### src/rtl/sdram_frame_writer.sv
// Write-side address generator for the ping-pong SDRAM frame buffer.
// Moves one frame from the write FIFO into SDRAM as burst requests.
module sdram_frame_writer #(
  parameter int FRAME_WORDS = 307200,
  parameter int BURST_LEN   = 256,
  parameter int BANK_W      = 2,
  parameter int WADDR_W     = 20,
  parameter int USEDW_W     = 10
) (
  input  logic                      i_clk,
  input  logic                      i_rst_n,
  input  logic                      i_wr_load,
  input  logic [BANK_W-1:0]         i_wr_bank,
  input  logic [USEDW_W-1:0]        i_fifo_usedw,
  output logic                      o_wr_req,
  input  logic                      i_wr_ack,
  input  logic                      i_wr_burst_done,
  output logic [BANK_W+WADDR_W-1:0] o_wr_addr,
  output logic [8:0]                o_wr_burst_len,
  output logic                      o_frame_write_done
);

  // One extra bit so the offset can hold FRAME_WORDS exactly at frame end.
  localparam int OFF_W = WADDR_W + 1;
  localparam logic [OFF_W-1:0] FRAME_L = OFF_W'(FRAME_WORDS);
  localparam logic [OFF_W-1:0] BURST_L = OFF_W'(BURST_LEN);

  typedef enum logic [1:0] {
    S_IDLE  = 2'd0,
    S_WAIT  = 2'd1,
    S_REQ   = 2'd2,
    S_BURST = 2'd3
  } state_t;

  state_t             r_state;
  logic [OFF_W-1:0]   r_offset;
  logic [BANK_W-1:0]  r_bank;
  logic [BANK_W-1:0]  r_bank_pend;
  logic               r_load_pend;

  logic [OFF_W-1:0]   w_remain;
  logic [8:0]         w_blen;
  logic               w_fifo_ok;
  logic [OFF_W-1:0]   w_next_off;

  assign w_remain   = FRAME_L - r_offset;
  assign w_blen     = (w_remain < BURST_L) ? 9'(w_remain) : 9'(BURST_LEN);
  assign w_fifo_ok  = (32'(i_fifo_usedw) >= 32'(w_blen));
  // The latched burst length is the blen of the burst in flight.
  assign w_next_off = r_offset + OFF_W'(o_wr_burst_len);

  always_ff @(posedge i_clk or negedge i_rst_n) begin
    if (!i_rst_n) begin
      r_state            <= S_IDLE;
      r_offset           <= '0;
      r_bank             <= '0;
      r_bank_pend        <= '0;
      r_load_pend        <= 1'b0;
      o_wr_req           <= 1'b0;
      o_wr_addr          <= '0;
      o_wr_burst_len     <= '0;
      o_frame_write_done <= 1'b1;
    end else begin
      case (r_state)
        S_IDLE: begin
          if (i_wr_load) begin
            r_bank             <= i_wr_bank;
            r_offset           <= '0;
            r_load_pend        <= 1'b0;
            o_frame_write_done <= 1'b0;
            r_state            <= S_WAIT;
          end
        end

        S_WAIT: begin
          if (i_wr_load) begin
            r_bank   <= i_wr_bank;
            r_offset <= '0;
          end else if (w_fifo_ok) begin
            o_wr_req       <= 1'b1;
            o_wr_addr      <= {r_bank, r_offset[WADDR_W-1:0]};
            o_wr_burst_len <= w_blen;
            r_state        <= S_REQ;
          end
        end

        S_REQ: begin
          if (i_wr_load) begin
            r_load_pend <= 1'b1;
            r_bank_pend <= i_wr_bank;
          end
          if (i_wr_ack) begin
            o_wr_req <= 1'b0;
            r_state  <= S_BURST;
          end
        end

        S_BURST: begin
          if (i_wr_burst_done) begin
            // A restart (fresh or deferred) takes priority over advancing.
            if (i_wr_load) begin
              r_bank      <= i_wr_bank;
              r_offset    <= '0;
              r_load_pend <= 1'b0;
              r_state     <= S_WAIT;
            end else if (r_load_pend) begin
              r_bank      <= r_bank_pend;
              r_offset    <= '0;
              r_load_pend <= 1'b0;
              r_state     <= S_WAIT;
            end else begin
              r_offset <= w_next_off;
              if (w_next_off == FRAME_L) begin
                o_frame_write_done <= 1'b1;
                r_state            <= S_IDLE;
              end else begin
                r_state <= S_WAIT;
              end
            end
          end else if (i_wr_load) begin
            r_load_pend <= 1'b1;
            r_bank_pend <= i_wr_bank;
          end
        end

        default: r_state <= S_IDLE;
      endcase
    end
  end

endmodule

### config.mk
export PLATFORM = sky130hd
export DESIGN_NAME = sdram_frame_writer
export DESIGN_NICKNAME = d
export VERILOG_FILES = /design/src/rtl/sdram_frame_writer.sv
export SDC_FILE = /design/constraint.sdc
export NUM_CORES = 1
export LEC_CHECK = 0
export ABC_AREA = 1
export CORE_MARGIN = 2
export CORE_UTILIZATION = 52
export CTS_BUF_LIST = sky130_fd_sc_hd__clkbuf_16
export CTS_CLUSTER_SIZE = 25
export DETAILED_ROUTE_END_ITERATION = 10
export PLACE_DENSITY = 0.78
export SKIP_LAST_GASP = 1
export SYNTH_ARGS = -nofsm -noshare
export SYNTH_HDL_FRONTEND = slang
export SYNTH_SLANG_ARGS = --single-unit
### constraint.sdc
create_clock -name i_clk -period 3.53 [get_ports i_clk]
set_input_delay 0.706 -clock i_clk [delete_from_list [all_inputs] [get_ports i_clk]]
set_output_delay 0.706 -clock i_clk [all_outputs]
set_load 0.005 [all_outputs]
==> impl_metrics.toml, run 1 <==
[yosys]
seq_area_frac_synth_pct = 34.2
yosysWarningCount = 0
synth_edf_count = 0
syn_avg_cell_area_um2 = 6.78
yosysUniqueCellTypes = 39
syn_area_um2 = 4460
syn_inst = 658
async_reset_ff_share_pct = 100
synth-seq-cells = 61
synth_nets = 699
synth_flop_cell = "dfrtp_1"

[routing]
totalWireLength_um = 15600
first_pass_iters = 5
post_drt_via_cell_ratio = 5.90
vias = 5102
drc_errors = 0
drtIter0Drc = 588
drtAntennaViolNets = 0
drt-wirelength-per-cell_um = 18.0

[cts]
cts.clk_slew.worst_paths_ns = 0.05
tritoncts = "done"
clockBufferDepth = 2
ctsHtreeMaxLevel = 3
root_buffer = "clkbuf_16"
clk_latency_ns = 0.33
cts.hold.buffers_added = 0
cts.sinks = 61
numCtsBuffers = 9

[floorplanning]
io_pins = 50
die_area_um2 = 9340
core_um2 = 8260
rows = 33
fp.dieH_um = 96.7
initial_core_util_pct = 54.1
die_w_um = 96.7

[sta]
rsz0062_at_grt = "true"
finalHoldViolations = 0
setup_viol = 31
clock.fmax_mhz = 270
layout_setup_ws_ns = -0.169
max-slew-margin-rel_pct = 46.3
skew_ns = 0.00598
fin_crit_sh_pct = 105
finalCriticalPeriod_ns = 3.70
tightest_slew_ns = 0.806
drv_slew = 0

[power]
vdd_ir_drop_max_mv = 0.410
clockPowerShare_pct = 34.0
p_leak_nw = 3.03
finalPower_mw = 2.58
internal-power_mw = 1.66
netSwitchingPower_uw = 915
p_per_area_nw_per_um2 = 424
pwr-share-comb_pct = 33.5
swShare_pct = 35.5
power_frac_seq_pct = 32.5

[worst_setup_path]
arrival_ns = 3.92
r2r_slack_ns = -0.17
rr_worst_depth = 22
rr_startpoint = "r_offset[5]$_DFFE_PN0P_"
cp-start-kind = "flip-flop"
cp.required_ns = 3.75
reg2reg_to = "o_wr_burst_len[3]$_DFFE_PN0P_"
critPathKind = "flip-flop to flip-flop"
critPathMaxFanout = 8
critPathCaptureType = "flip-flop"

[global_routing]
grt_usage_pct = 29.3
grt_overflow = 0
grt_max_degree = 62
grt_pass1_wl_um = 22400
antenna_found_initial = 0
grt_pass1_vias = 4658

[cells_and_area]
finalNonFillerCells = 865
mostFrequentLayoutCell = "nand2_1"
fill_cells = 643
num_antenna_cells = 0
final_area_um2 = 6080
final_cell_mix = "nand2_1 (214), inv_1 (62), dfrtp_1 (54)"
drive_above_1_share_pct = 20.4
syn2layout_area_growth_pct = 36.1
nets = 796

[placement]
dpl.cell_count = 822
gp_congestion = 1.09
port_buffers = 49
placed_cell_area_um2 = 5220
hpwlAfterDp_um = 10500
pre_cts_ws_ns = -0.0563

[worst_hold_path]
hp-class = "flip-flop to flip-flop"
worstHoldEndpoint = "o_frame_write_done$_DFFE_PN1P_"
hold_path_depth = 2
hp-start = "o_frame_write_done$_DFFE_PN1P_"

[run]
cap_violations = 0

[outcome]
run_status = "finished with violations"
violations = "setup timing"
-- metrics by stage --
stage               hold WS (ns)  setup TNS, ns  utilization [%]
finish                     0.473          -1.92             73.6
global route               0.494         -11.97             73.6
CTS                        0.477              0             67.2
detailed placement         0.467         -0.333             63.2
global placement           0.465        -0.0181             63.2
floorplan                  0.410              0                -
-- cells in the mapped netlist, types with 2 or more instances --
cell	count	area share [%]
xor2_1	11	2.2
a211oi_1	3	0.50
inv_2	9	0.76
nor3_2	4	0.90
nor3_1	5	0.56
a31oi_1	2	0.28
nor4_1	3	0.42
a21oi_1	10	1.1
clkbuf_1	8	0.67
buf_2	6	0.67
nor2_4	2	0.50
nand2_1	231	19
ha_1	23	6.4
nor2_2	5	0.70
nand3_1	44	4.9
o21ai_0	40	4.5
nor2_1	52	4.4
nand2_2	4	0.56
inv_1	68	5.7
or2_2	2	0.28
nand3_2	2	0.45
dfrtp_1	60	34
o22ai_1	16	2.2
nand4_1	25	3.5
nor4_2	2	0.56
nand3b_1	8	1.3
-- state kept, by name (all words and copies together) (netlist names) --
signal	count
r_offset	21
o_wr_burst_len	9
o_wr_addr	22
r_state	2
r_bank_pend	2
o_frame_write_done	1
r_load_pend	1
o_wr_req	1
r_bank	2
-- cell type report --
| type | instances | area [um^2] | area share, % |
|---|---|---|---|
| multi-input combinational | 504 | 2830 | 46.6 |
| sequential | 61 | 1540 | 25.3 |
| timing repair buffer | 100 | 972 | 16.0 |
| inverter | 78 | 307 | 5.05 |
| clock buffer | 9 | 225 | 3.71 |
| tap | 105 | 131 | 2.16 |
| clock inverter | 7 | 66.3 | 1.09 |
| timing repair inverter | 1 | 7.51 | 0.124 |
-- worst max-delay path: stages (launching register included) --
cell,delay (ns)
dfrtp_1,0.42
inv_2,0.14
nand4_1,0.14
nor2_2,0.15
nand3_2,0.14
nand2_2,0.11
nand3b_1,0.13
nor3_2,0.21
nand3_1,0.11
nor2_2,0.13
nand3_4,0.13
inv_8,0.12
nand2_4,0.06
ha_4,0.26
a21o_1,0.19
a211oi_2,0.19
nand4_1,0.23
nand3_4,0.15
buf_12,0.12
buf_6,0.10
clkinvlp_4,0.14
nand4_1,0.14
nand2_1,0.06
-- power by group through the flow --
stage / Combinational (mW) / Sequential (mW) / Clock, mW
after floorplan: 0.429 / 0.826 / 0
after global placement: 0.663 / 0.845 / 0
after detailed placement: 0.677 / 0.846 / 0
after CTS: 0.698 / 0.834 / 0.870
after global routing: 0.943 / 0.843 / 0.917
final: 0.862 / 0.837 / 0.876
-- routing by layer --
metal	up-vias	part of all wire, %	wire [um]	GRT usage (%)
met5	-	0	0	0
met3	57	9.1	1430	6.43
met1	2397	39	6140	38.9
met2	298	47	7400	46.6
met4	0	4.0	623	11.8
li1	2350	-	-	-
-- worst max-delay path by stage --
| stage | endpoint | slack (ns) | from |
|---|---|---|---|
| finish | o_wr_burst_len[3]$_DFFE_PN0P_ | -0.17 | r_offset[5]$_DFFE_PN0P_ |
| global route | o_wr_burst_len[3]$_DFFE_PN0P_ | -0.44 | r_offset[5]$_DFFE_PN0P_ |
| CTS | o_wr_addr[7]$_DFFE_PN0P_ | 0.01 | r_offset[2]$_DFFE_PN0P_ |
| detailed placement | o_wr_burst_len[1]$_DFFE_PN0P_ | -0.06 | r_offset[5]$_DFFE_PN0P_ |
| global placement | o_wr_burst_len[2]$_DFFE_PN0P_ | -0.01 | r_offset[3]$_DFFE_PN0P_ |
| floorplan | o_wr_addr[0]$_DFFE_PN0P_ | 0.24 | r_offset[0]$_DFFE_PN0P_ |
-- logic make-up after synthesis --
family | after synthesis | share of synthesized area, %
compound gates | 76 | 9.45
fa+ha+maj | 24 | 6.89
xor+xnor | 12 | 2.35
buf+inv | 93 | 8.16
simple gates | 392 | 38.9
flops | 61 | 34.2
-- timing repair --
item	CTS	global route
gates resized for setup	8	70
buffers inserted	1	20
setup endpoints to repair	10	34
gates cloned	1	6
pin swaps	2	19
(Power assumes the default switching activity.)
==> run 2, diff against run 1 <==
--- a/config.mk
+++ b/config.mk
@@ -18 +18,2 @@
 export SYNTH_SLANG_ARGS = --single-unit
+export TNS_END_PERCENT = 5
--- a/constraint.sdc
+++ b/constraint.sdc
@@ -3,2 +3,2 @@
 set_output_delay 0.706 -clock i_clk [all_outputs]
-set_load 0.005 [all_outputs]
+set_load 0.02 [all_outputs]
==> run 2 against run 1 <==
The run still ends with setup timing left. Via count is 0.22% lower. Setup slack lost 0.025 ns. Sequential power barely moved. Cell area shrank 1.5%. Utilization is 1.1 points lower. Die area stayed put. Sequential share of layout area grew 0.40 points. First-iteration DRC count increased by 6.6%. Highest routed layer unchanged. Critical endpoint is now o_wr_burst_len[0]$_DFFE_PN0P_. Largest power group unchanged. Maximum frequency fell by 0.66%.
==> impl_metrics.toml, run 2 (same netlist as run 1, synthesis figures left out) <==
[cells_and_area]
largest_reg_flops = 22
final_util_pct = 72.4
num_antenna_cells = 0
mostFrequentLayoutCell = "nand2_1"
syn2layout_area_growth_pct = 34.0
nets = 789
final_cell_mix = "nand2_1 (218), inv_1 (64), dfrtp_1 (54)"
top_regs = "o_wr_addr (22), r_offset (21), o_wr_burst_len (9)"
drive_above_1_share_pct = 18.5
largest_register = "o_wr_addr"

[floorplanning]
die_area_um2 = 9340
io_pins = 50
initial_core_util_pct = 54.1
rows = 33
fp.dieH_um = 96.7
die_w_um = 96.7
core_um2 = 8260

[sta]
finalCriticalPeriod_ns = 3.72
finalHoldViolations = 0
drv_slew = 0
clock.fmax_mhz = 269
setup_viol = 31
worst_hold_slack_ns = 0.473
rsz0062_at_grt = "true"
skew_ns = 0.00447
layout_setup_ws_ns = -0.194
tightest_slew_ns = 0.787
max-slew-margin-rel_pct = 47.5
fin_crit_sh_pct = 105

[placement]
port_buffers = 49
gp_congestion = 1.09
hpwlAfterDp_um = 10500

[routing]
drc_errors = 0
drtIter0Drc = 627
drtAntennaViolNets = 0
totalWireLength_um = 15300
vias = 5091
post_drt_via_cell_ratio = 5.93
first_pass_iters = 6
drt-wirelength-per-cell_um = 17.9

[worst_setup_path]
critPathCaptureType = "flip-flop"
arrival_ns = 3.94
path_cells = "inv_2 -> nand4_1 -> nor2_2 -> nand2_1 -> nand2_1 -> nand3b_1 -> nor3_2 -> nand3_1 -> nor2_2 -> nand3_4 -> inv_8 -> nand2_2 -> ha_4 -> a21o_1 -> a211oi_2 -> nand4_1 -> nand3_4 -> buf_12 -> clkinvlp_4 -> nand4_1 -> nand2_1"
critPathMaxFanout = 8
cp.required_ns = 3.75
slowest_delay_ns = 0.42
worst_path_max_delay_cell = "dfrtp_1"
crit_buf_inv = 4
cp_top_family = "simple AND/OR/NAND/NOR gates"
cp-start-kind = "flip-flop"
critPathKind = "flip-flop to flip-flop"

[global_routing]
antenna_found_initial = 0
grt_usage_pct = 29.2
grt_max_degree = 62
grt_pass1_wl_um = 22300
grt_overflow = 0
grt_pass1_vias = 4649

[cts]
cts.sinks = 61
clockBufferDepth = 2
clk_latency_ns = 0.33
tritoncts = "done"
cts.clk_slew.worst_paths_ns = 0.05
numCtsBuffers = 9
ctsHtreeMaxLevel = 3
cts.hold.buffers_added = 0
root_buffer = "clkbuf_16"

[power]
p_per_area_nw_per_um2 = 430
finalPower_mw = 2.57
vdd_ir_drop_max_mv = 0.400
p_leak_nw = 3.00

[worst_hold_path]
hp-class = "flip-flop to flip-flop"

[outcome]
run_status = "finished with violations"
violations = "setup timing"

[run]
cap_violations = 0
## run 2: cell types whose count changed in the layout (fill, tap and decap cells not counted), sizes merged
cell / delta
clkbuf: +1
buf: -8
## run 2: area by class of cell
cell class	count	area, um^2
fillers	664	2280
flip-flops and latches	61	1540
repair buffers	93	918
multi-input cells	504	2790
inverters	78	307
well taps	105	131
clock inverters	7	66.3
repair inverters	1	7.51
clock buffers	9	225
## run 2: worst paths after layout
kind                                           startpoint                              to  slack, ns  cells past startpoint
setup / recovery                  r_offset[5]$_DFFE_PN0P_   o_wr_burst_len[0]$_DFFE_PN0P_      -0.19                     21
hold / removal             o_frame_write_done$_DFFE_PN1P_  o_frame_write_done$_DFFE_PN1P_       0.47                      2
setup reg to reg                  r_offset[5]$_DFFE_PN0P_   o_wr_burst_len[0]$_DFFE_PN0P_      -0.19                     21
hold reg to reg            o_frame_write_done$_DFFE_PN1P_  o_frame_write_done$_DFFE_PN1P_       0.47                      2
max in group asynchronous                         i_rst_n         r_offset[9]$_DFFE_PN0P_       2.43                      2
min in group asynchronous                         i_rst_n        o_wr_addr[6]$_DFFE_PN0P_       0.55                      2
## run 2: what timing repair did
action,in CTS,in global routing
pin swaps,0,17
gates resized for setup,4,63
cloned,1,6
endpoints found under the setup margin,10,34
setup buffers,0,13
## run 2: worst register-to-register path, cell delays in order, from the launching register on
cell and delay, ns:
dfrtp_1 0.42, inv_2 0.14, nand4_1 0.14, nor2_2 0.19, nand2_1 0.11, nand2_1 0.09
nand3b_1 0.14, nor3_2 0.22, nand3_1 0.12, nor2_2 0.16, nand3_4 0.13, inv_8 0.12
nand2_2 0.07, ha_4 0.23, a21o_1 0.20, a211oi_2 0.19, nand4_1 0.21, nand3_4 0.20
buf_12 0.15, clkinvlp_4 0.15, nand4_1 0.17, nand2_1 0.06
## run 2: stage by stage
step / instances / cell area (um^2) / TNS (ns) / worst slack (ns)
finish: 858 / 5980 / -3.27 / -0.194
floorplan: 658 / 4460 / 0 / 0.236
CTS: 839 / 5540 / -1.21 / -0.0580
global route: 858 / 5980 / -10.28 / -0.405
detailed placement: 822 / 5220 / -0.333 / -0.0563
global placement: 822 / 5220 / -0.0181 / -0.0150
## run 2: routing by layer
metal	GRT usage (%)	share of wire, %
met3	6.43	9.2
met5	0	0
met2	46.4	47
met4	11.8	4.2
met1	38.9	40
## run 2: where the power goes
group	total, mW	switching (mW)	internal [mW]
registers	0.836	0.0625	0.774
logic	0.865	0.539	0.327
clock network	0.868	0.327	0.540
total	2.57	0.928	1.64
==> run 3, diff against run 2 <==
Settings changed: ABC_AREA 1 to default, CELL_PAD_IN_SITES_DETAIL_PLACEMENT from default to 1, CELL_PAD_IN_SITES_GLOBAL_PLACEMENT from default to 2, CORE_UTILIZATION 52 to 31, PLACE_DENSITY 0.78 to default, PLACE_DENSITY_LB_ADDON from default to 0.1.
==> run 3 against run 2 <==
The flow still finishes with violations (setup timing). Global-route usage fell by 8.3 points. Maximum frequency fell by 6.5%. Power rose by 3.8%. Critical path depth fell by 4. Largest cell class unchanged. Largest power group unchanged.
==> impl_metrics.toml, run 3 <==
[routing]
totalWireLength_um = 13000
drtIter0Drc = 112
post_drt_via_cell_ratio = 5.20
first_pass_iters = 4
drc_errors = 0
vias = 3639
drt-wirelength-per-cell_um = 18.6
drtAntennaViolNets = 0

[worst_setup_path]
arrival_ns = 4.21
critPathKind = "flip-flop to flip-flop"
cp-start-kind = "flip-flop"
critPathCaptureType = "flip-flop"
critPathMaxFanout = 13
cp.required_ns = 3.76

[cells_and_area]
num_antenna_cells = 0
mostFrequentLayoutCell = "dfrtp_1"
fill_cells = 1401
finalNonFillerCells = 700
largest_register = "o_wr_addr"
largest_reg_flops = 22
drive_above_1_share_pct = 23.1
nets = 568
syn2layout_area_growth_pct = 39.9
final_util_pct = 44.9
top_regs = "o_wr_addr (22), r_offset (21), o_wr_burst_len (9)"
final_cell_mix = "dfrtp_1 (60), buf_4 (58), nand2_1 (55)"

[cts]
cts.clk_slew.worst_paths_ns = 0.06
clk_latency_ns = 0.35
cts.hold.buffers_added = 0
root_buffer = "clkbuf_16"
tritoncts = "done"
cts.sinks = 61
clockBufferDepth = 2
numCtsBuffers = 9
ctsHtreeMaxLevel = 3

[placement]
hpwlAfterDp_um = 9700
gp_congestion = 0.871
dpl.cell_count = 680
port_buffers = 49

[floorplanning]
core_um2 = 12100
rows = 40
die_area_um2 = 13400
initial_core_util_pct = 32.1
io_pins = 50
fp.dieH_um = 116
die_w_um = 116

[sta]
worst_hold_slack_ns = 0.480
finalHoldViolations = 0
drv_slew = 0
clock.fmax_mhz = 251
setup_tns_ns = -11.81
finalCriticalPeriod_ns = 3.98
setup_viol = 35
layout_setup_ws_ns = -0.453
max-slew-margin-rel_pct = 43.6
fin_crit_sh_pct = 113
rsz0062_at_grt = "true"
skew_ns = 0.00430
tightest_slew_ns = 0.846

[yosys]
synth_edf_count = 0
syn_inst = 425
yosysWarningCount = 0
synth-seq-cells = 61
yosysUniqueCellTypes = 62
seq_area_frac_synth_pct = 39.3
netlist.area_leader.share_pct = 38.6
syn_avg_cell_area_um2 = 9.14
synth_nets = 466
synth_flop_cell = "dfrtp_1"
synth_most_common_cell = "dfrtp_1"
async_reset_ff_share_pct = 100
ys_top_cells_by_count = "dfrtp_1 (60), nand2_1 (57), o21ai_0 (38), mux2_2 (24)"
yosys.area.top_type = "dfrtp_1"
syn_area_um2 = 3880
ys_top_cells_by_area = "dfrtp_1 (39%), ha_1 (7.4%), mux2_2 (7.0%), nand2_1 (5.5%), o21ai_0 (4.9%)"

[outcome]
violations = "setup timing"
run_status = "finished with violations"

[run]
cap_violations = 0

[global_routing]
grt_max_degree = 62
grt_pass1_wl_um = 21100
antenna_found_initial = 0
grt_overflow = 0
grt_usage_pct = 21.0
grt_pass1_vias = 3841

[power]
p_per_area_nw_per_um2 = 491
vdd_ir_drop_max_mv = 0.370
p_leak_nw = 2.47

[worst_hold_path]
hp-class = "flip-flop to flip-flop"
[run 3: stage by stage]
stage          cell area [um^2]  setup WS (ns)  power (mW)
2_1_floorplan              3920         -0.327        1.32
3_3_place_gp               4960         -0.491        1.60
3_5_place_dp               4960         -0.577        1.62
4_1_cts                    5420         -0.508        2.71
5_1_grt                    5440         -0.643        2.82
6_report                   5440         -0.453        2.67
[run 3: cell families after synthesis]
group                      synth area share (%)
muxes                                      7.99
buffers and inverters                      3.32
and+or+nand+nor                            19.1
AOI/OAI and AO/OA                          19.2
xor gates and xnor gates                   3.16
DFF                                        39.3
adders and majority gates                  7.92
[run 3: per-layer routing]
metal	up-vias	GRT usage, %	wire length (um)
li1	1761	-	-
met1	1802	28.1	6190
met2	54	33.7	6130
met3	22	3.09	312
met4	0	9.29	360
met5	-	0	0
[run 3: critical path: stages (launching register included)]
cell and delay (ns):
dfrtp_1 0.39, or4_4 0.57, nor3_4 0.16, a31oi_1 0.13
a221o_1 0.35, a2bb2oi_2 0.16, nor3_4 0.30, buf_6 0.15
nand2_1 0.07, ha_1 0.28, nor2b_2 0.14, o2111ai_2 0.14
a311oi_2 0.32, nand2_2 0.14, bufbuf_16 0.30, buf_4 0.15
nand2_1 0.06, o21ai_1 0.06
[run 3: timing repair]
| item | in CTS | in global routing |
|---|---|---|
| resized for setup | 13 | 3 |
| setup endpoints to repair | 35 | 35 |
| pin swaps | 7 | 4 |
| cloned | 1 | 0 |
| buffers inserted | 2 | 1 |
[run 3: area by class of cell]
cell class                      instances  area, um^2  area share [%]
Multi-Input combinational cell        330        2310            42.5
Sequential cell                        61        1530            28.1
Timing Repair Buffer                  111         996            18.3
Clock buffer                            9         225            4.14
Tap cell                              168         210            3.87
Clock inverter                          7         114            2.09
Inverter                               14        52.6           0.967
[run 3: final timing paths]
check                                          start                       endpoint  slack [ns]  depth (start not counted)
hold reg to reg            o_wr_addr[17]$_DFFE_PN0P_      o_wr_addr[17]$_DFFE_PN0P_        0.48                          2
setup / recovery             r_offset[6]$_DFFE_PN0P_  o_wr_burst_len[4]$_DFFE_PN0P_       -0.45                         17
max in group asynchronous                    i_rst_n        r_offset[4]$_DFFE_PN0P_        2.42                          2
hold / removal             o_wr_addr[17]$_DFFE_PN0P_      o_wr_addr[17]$_DFFE_PN0P_        0.48                          2
setup reg to reg             r_offset[6]$_DFFE_PN0P_  o_wr_burst_len[4]$_DFFE_PN0P_       -0.45                         17
min in group asynchronous                    i_rst_n  o_wr_burst_len[7]$_DFFE_PN0P_        0.54                          2
[run 3: power by group]
| part | switching, mW | leakage, nW | internal (mW) |
|---|---|---|---|
| combinational | 0.444 | 1.49 | 0.344 |
| sequential | 0.0655 | 0.820 | 0.779 |
| clock | 0.350 | 0.159 | 0.685 |
| total | 0.859 | 2.47 | 1.81 |
